$ cat src/rtl/cnn_frame_streamer.sv
`default_nettype none
// ============================================================================
// cnn_frame_streamer: raster-order frame reader emitting a valid/ready pixel stream
// Optional: CNN_STREAM_RELU_EN clamps negative pixels to zero.  Rev 1.0
// ============================================================================
module cnn_frame_streamer #(
  parameter  int DWIDTH = 32,
  parameter  int HEIGHT = 240,
  parameter  int WIDTH  = 320,
  localparam int WAW    = (WIDTH  > 1) ? $clog2(WIDTH)  : 1,
  localparam int HAW    = (HEIGHT > 1) ? $clog2(HEIGHT) : 1
) (
  input  logic              clk,
  input  logic              reset_n,
  input  logic              start,
  output logic              en_r_n,
  output logic [WAW-1:0]    waddr_r,
  output logic [HAW-1:0]    haddr_r,
  input  logic [DWIDTH-1:0] data_r,
  output logic [DWIDTH-1:0] m_data,
  output logic              m_valid,
  input  logic              m_ready,
  output logic              m_sof,
  output logic              m_eol,
  output logic              m_eof,
  output logic              busy,
  output logic              done
);

  localparam logic [WAW-1:0] c_WLAST = WAW'(WIDTH - 1);
  localparam logic [HAW-1:0] c_HLAST = HAW'(HEIGHT - 1);
  localparam int             c_EW    = DWIDTH + 3;

  typedef enum logic [1:0] {
    S_IDLE  = 2'd0,
    S_READ  = 2'd1,
    S_DRAIN = 2'd2,
    S_DONE  = 2'd3
  } state_t;

  state_t          r_state, w_state_nxt;
  logic [WAW-1:0]  r_waddr, w_waddr_nxt;
  logic [HAW-1:0]  r_haddr, w_haddr_nxt;
  logic            r_inflight;
  logic            r_pend_sof, r_pend_eol, r_pend_eof;
  logic [c_EW-1:0] r_fifo [0:1];
  logic            r_wptr, r_rptr;
  logic [1:0]      r_count;

  logic            w_push, w_pop, w_issue;
  logic [2:0]      w_occ;
  logic            w_sof, w_eol, w_eof;
  logic [c_EW-1:0] w_head;
  logic [DWIDTH-1:0] w_pix;

`ifdef CNN_STREAM_RELU_EN
  assign w_pix = data_r[DWIDTH-1] ? '0 : data_r;
`else
  assign w_pix = data_r;
`endif

  assign w_head  = r_fifo[r_rptr];
  assign m_valid = (r_count != 2'd0);
  assign m_data  = m_valid ? w_head[c_EW-1:3] : '0;
  assign m_sof   = m_valid & w_head[2];
  assign m_eol   = m_valid & w_head[1];
  assign m_eof   = m_valid & w_head[0];

  assign w_push = r_inflight;
  assign w_pop  = m_valid & m_ready;
  // Occupancy counts buffered beats plus the read still in the memory pipe.
  assign w_occ   = {1'b0, r_count} + {2'b00, r_inflight} - {2'b00, w_pop};
  assign w_issue = (r_state == S_READ) && (w_occ < 3'd2);

  assign w_sof = (r_waddr == '0) && (r_haddr == '0);
  assign w_eol = (r_waddr == c_WLAST);
  assign w_eof = w_eol && (r_haddr == c_HLAST);

  assign en_r_n  = ~w_issue;
  assign waddr_r = r_waddr;
  assign haddr_r = r_haddr;
  assign busy    = (r_state == S_READ) || (r_state == S_DRAIN);
  assign done    = (r_state == S_DONE);

  always_comb begin
    w_state_nxt = r_state;
    w_waddr_nxt = r_waddr;
    w_haddr_nxt = r_haddr;
    case (r_state)
      S_IDLE: if (start) w_state_nxt = S_READ;
      S_READ: begin
        if (w_issue) begin
          if (w_eof) begin
            w_waddr_nxt = '0;
            w_haddr_nxt = '0;
            w_state_nxt = S_DRAIN;
          end else if (w_eol) begin
            w_waddr_nxt = '0;
            w_haddr_nxt = r_haddr + HAW'(1);
          end else begin
            w_waddr_nxt = r_waddr + WAW'(1);
          end
        end
      end
      S_DRAIN: if (w_pop && w_head[0]) w_state_nxt = S_DONE;
      S_DONE:  w_state_nxt = S_IDLE;
      default: w_state_nxt = S_IDLE;
    endcase
  end

  always_ff @(posedge clk) begin
    if (!reset_n) begin
      r_state    <= S_IDLE;
      r_waddr    <= '0;
      r_haddr    <= '0;
      r_inflight <= 1'b0;
      r_pend_sof <= 1'b0;
      r_pend_eol <= 1'b0;
      r_pend_eof <= 1'b0;
      r_fifo[0]  <= '0;
      r_fifo[1]  <= '0;
      r_wptr     <= 1'b0;
      r_rptr     <= 1'b0;
      r_count    <= 2'd0;
    end else begin
      r_state    <= w_state_nxt;
      r_waddr    <= w_waddr_nxt;
      r_haddr    <= w_haddr_nxt;
      r_inflight <= w_issue;
      if (w_issue) begin
        r_pend_sof <= w_sof;
        r_pend_eol <= w_eol;
        r_pend_eof <= w_eof;
      end
      if (w_push) begin
        r_fifo[r_wptr] <= {w_pix, r_pend_sof, r_pend_eol, r_pend_eof};
        r_wptr         <= ~r_wptr;
      end
      if (w_pop) r_rptr <= ~r_rptr;
      r_count <= r_count + {1'b0, w_push} - {1'b0, w_pop};
    end
  end

endmodule
`default_nettype wire

$ cat config.mk
export PLATFORM = sky130hd
export DESIGN_NAME = cnn_frame_streamer
export DESIGN_NICKNAME = d
export VERILOG_FILES = /design/src/rtl/cnn_frame_streamer.sv
export SDC_FILE = /design/constraint.sdc
export NUM_CORES = 1
export LEC_CHECK = 0
export ABC_AREA = 0
export CAP_MARGIN = 25
export CORE_ASPECT_RATIO = 1.5
export CORE_MARGIN = 5
export CORE_UTILIZATION = 45
export DETAILED_ROUTE_END_ITERATION = 10
export GPL_TIMING_DRIVEN = 0
export PLACE_DENSITY = 0.82
export SKIP_CTS_REPAIR_TIMING = 1
export SLEW_MARGIN = 30
export SYNTH_ARGS = -nofsm -noshare
export SYNTH_HDL_FRONTEND = slang
export SYNTH_SLANG_ARGS = --single-unit
$ cat constraint.sdc
create_clock -name clk -period 3.3 [get_ports clk]
set_input_delay 0.66 -clock clk [delete_from_list [all_inputs] [get_ports clk]]
set_output_delay 0.66 -clock clk [all_outputs]
set_load 0.005 [all_outputs]
==> results.cfg, run 1 <==
[setup_path]
critPathMaxFanout = 7
path_delay_family = adder cells
crit_required_ps = 2640
r2r-start = r_count[1]
crit_slowest_cell = fa_2
critical_path.most_common_cell = inv_1
r2r_slack_ps = 270
endpoint_kind = output pin
start_kind = flip-flop
crit_arrival_ps = 2520
worstRegToRegCells = 11
criticalPathCategory = flip-flop to output pin
r2r-end = haddr_r[3]
critPathMaxStageDelay_ps = 570
path_cells = o21ai_2, inv_1, ha_1, inv_1, ha_2, fa_2, inv_1, and3_1, buf_6, inv_6, clkbuf_2
cp_num_buf_inv = 6

[clock_network]
tritoncts = built
htreeDepth = 3
cts_sinks = 98
ctsRootBufferMaster = clkbuf_16
clock_latency_ps = 330
clk_path_buf_depth = 2
clk_pin_slew_worst_paths_ps = 60
cts_buffers = 9

[yosys]
ys_seq_elements = 98
async_flop_share_pct = 0
synthCells = 393
syn_avg_cell_area_sq_um = 11.5
synth_area_leaders = edfxtp_1 (46%), dfxtp_1 (12%), and2_1 (11%)
ys_types = 31
synth-edff-count = 70
netlist.area_leader.share_pct = 46.4
synth_area_leader_cell = edfxtp_1
seq_area_frac_synth_pct = 58.8
synth.net_count = 440
synth_ff_type = edfxtp_1
yosysWarnings = 0
syn-cell-area_sq_um = 4530

[final_layout]
layout_commonest_cell = clkdlybuf4s50_1
diodes = 0
final_util_pct = 60.0
num-fill-cells = 823
layout.nets = 547
layout-drive-gt1-share_pct = 6.34
syn2layout_area_growth_pct = 32.1
final_cell_mix = clkdlybuf4s50_1 (89), and2_1 (77), edfxtp_1 (70)

[global_route]
grt_max_degree = 25
antenna_found_initial = 0
grt_pass1_vias = 3181
grt_use_total_pct = 15.9
grt_pass1_wl_um = 15200
overflow = 0

[sta]
tightest_slew_ps = 673
hold_viol_final = 0
finalSetupTns_ps = 0
period_share_pct = 96.2
slew_headroom_pct = 55.0
fin_skew_ps = 7.67
drv_slew = 0
setup_viol = 0
fmax_ghz = 0.315
fin_crit_ps = 3180

[pwr]
clkPwrFrac_pct = 26.4
p_int_mw = 2.71
ir_drop_mv = 0.382
netSwitchingPower_mw = 1.09
power_frac_seq_pct = 41.2
finalPower_mw = 3.80
p_sw_share_pct = 28.7
leakage_nw = 2.19
powerDensity_nw_per_um2 = 635
combPwrFrac_pct = 32.4

[detailed_routing]
vias_per_cell = 5.07
drc = 0
drt_wl_total_um = 9550
vias = 3156
wl_per_cell_um = 15.4
ant_nets = 0
drtIter0Drc = 80
first_pass_iters = 4

[min_path]
min_from = r_pend_sof
holdPathStages = 2
hold_path.class = flip-flop to flip-flop
min_to = r_pend_sof

[floorplanning]
row_count = 45
pin_count = 92
die_width_um = 91.9
core_sq_um = 9970
start_util_pct = 45.5
die_area_sq_um = 12200
die_h_um = 133

[placement]
place_congestion = 0.861
place_hpwl_um = 6990
io_buffers = 91

[run]
max_cap_violations = 0

[outcome]
status = completed
## worst max-delay path by stage
stage	from	to	slack [ps]	cells past startpoint
CTS	m_ready	en_r_n	-840	12
global route	r_count[1]	en_r_n	-20	11
finish	r_count[1]	en_r_n	120	11
detailed placement	m_ready	en_r_n	-830	12
floorplan	m_ready	en_r_n	300	10
global placement	m_ready	en_r_n	-810	12
## cell families (layout without fill, tap and decap cells)
| group | Yosys count | after routing | synth area share [%] |
|---|---|---|---|
| buffers and inverters | 33 | 145 | 2.84 |
| multiplexers | 39 | 39 | 8.64 |
| AO/OA/AOI/OAI | 13 | 13 | 1.55 |
| AND/OR/NAND/NOR | 181 | 181 | 21.5 |
| flip-flops | 98 | 98 | 58.8 |
| adder cells (fa/ha/maj) | 11 | 11 | 3.20 |
| XOR/XNOR | 18 | 18 | 3.48 |
## flip-flops by register name, indices dropped and copies added, names as in the netlist, named ones only
signal and count:
haddr_r 8, r_count 2, r_fifo 70, r_inflight 1, r_pend_eof 1, r_pend_eol 1, r_pend_sof 1, r_rptr 1
r_state 2, r_wptr 1, waddr_r 9
## per-layer routing
| layer | global-route usage (%) | share of wire (%) |
|---|---|---|
| met1 | 17.3 | 39 |
| met2 | 28.5 | 53 |
| met3 | 4.49 | 5.7 |
| met4 | 7.02 | 2.6 |
| met5 | 0 | 0 |
## Yosys cell counts (10+ instances only)
| cell type | count |
|---|---|
| and2_1 | 77 |
| ha_1 | 10 |
| clkbuf_1 | 13 |
| mux2i_1 | 38 |
| nand2_1 | 18 |
| inv_1 | 16 |
| nor2_1 | 50 |
| edfxtp_1 | 70 |
| dfxtp_1 | 28 |
| xor2_1 | 11 |
## cell type report
cell class	count	area [sq um]	area share [%]
Tap cell	117	146	2.45
Clock buffer	14	285	4.77
Multi-Input combinational cell	262	1760	29.4
Sequential cell	98	2660	44.5
Timing Repair Buffer	96	978	16.4
Buffer	17	75.1	1.25
Inverter	16	65.1	1.09
Clock inverter	2	8.76	0.146
## power groups by stage
stage	sequential (mW)	combinational, mW	clock [mW]
floorplan	1.57	0.665	0
global placement	1.59	1.14	0
detailed placement	1.59	1.19	0
CTS	1.56	1.20	1.02
global route	1.58	1.35	1.07
finish	1.57	1.23	1.00
## stage by stage
| step | area (sq um) | cells | hold slack, ps | worst slack (ps) |
|---|---|---|---|---|
| final | 5980 | 622 | 475 | 124 |
| after global routing | 5980 | 622 | 524 | -22.3 |
| after CTS | 5940 | 619 | 477 | -839 |
| after detailed placement | 5650 | 603 | 468 | -833 |
| after global placement | 5590 | 601 | 459 | -812 |
| after floorplan | 4530 | 393 | 447 | 303 |
## tightest hold or removal path: stages (launching register included)
cell	delay, ps
dfxtp_1	310
nand2_1	50
a21boi_0	60
Power figures use the tool's default switching activity.
==> inputs of run 2 (changes only) <==
Settings changed: GPL_ROUTABILITY_DRIVEN set to 0.
==> results of run 2 <==
Final layout, timing and power as in run 1 (identical DEF).
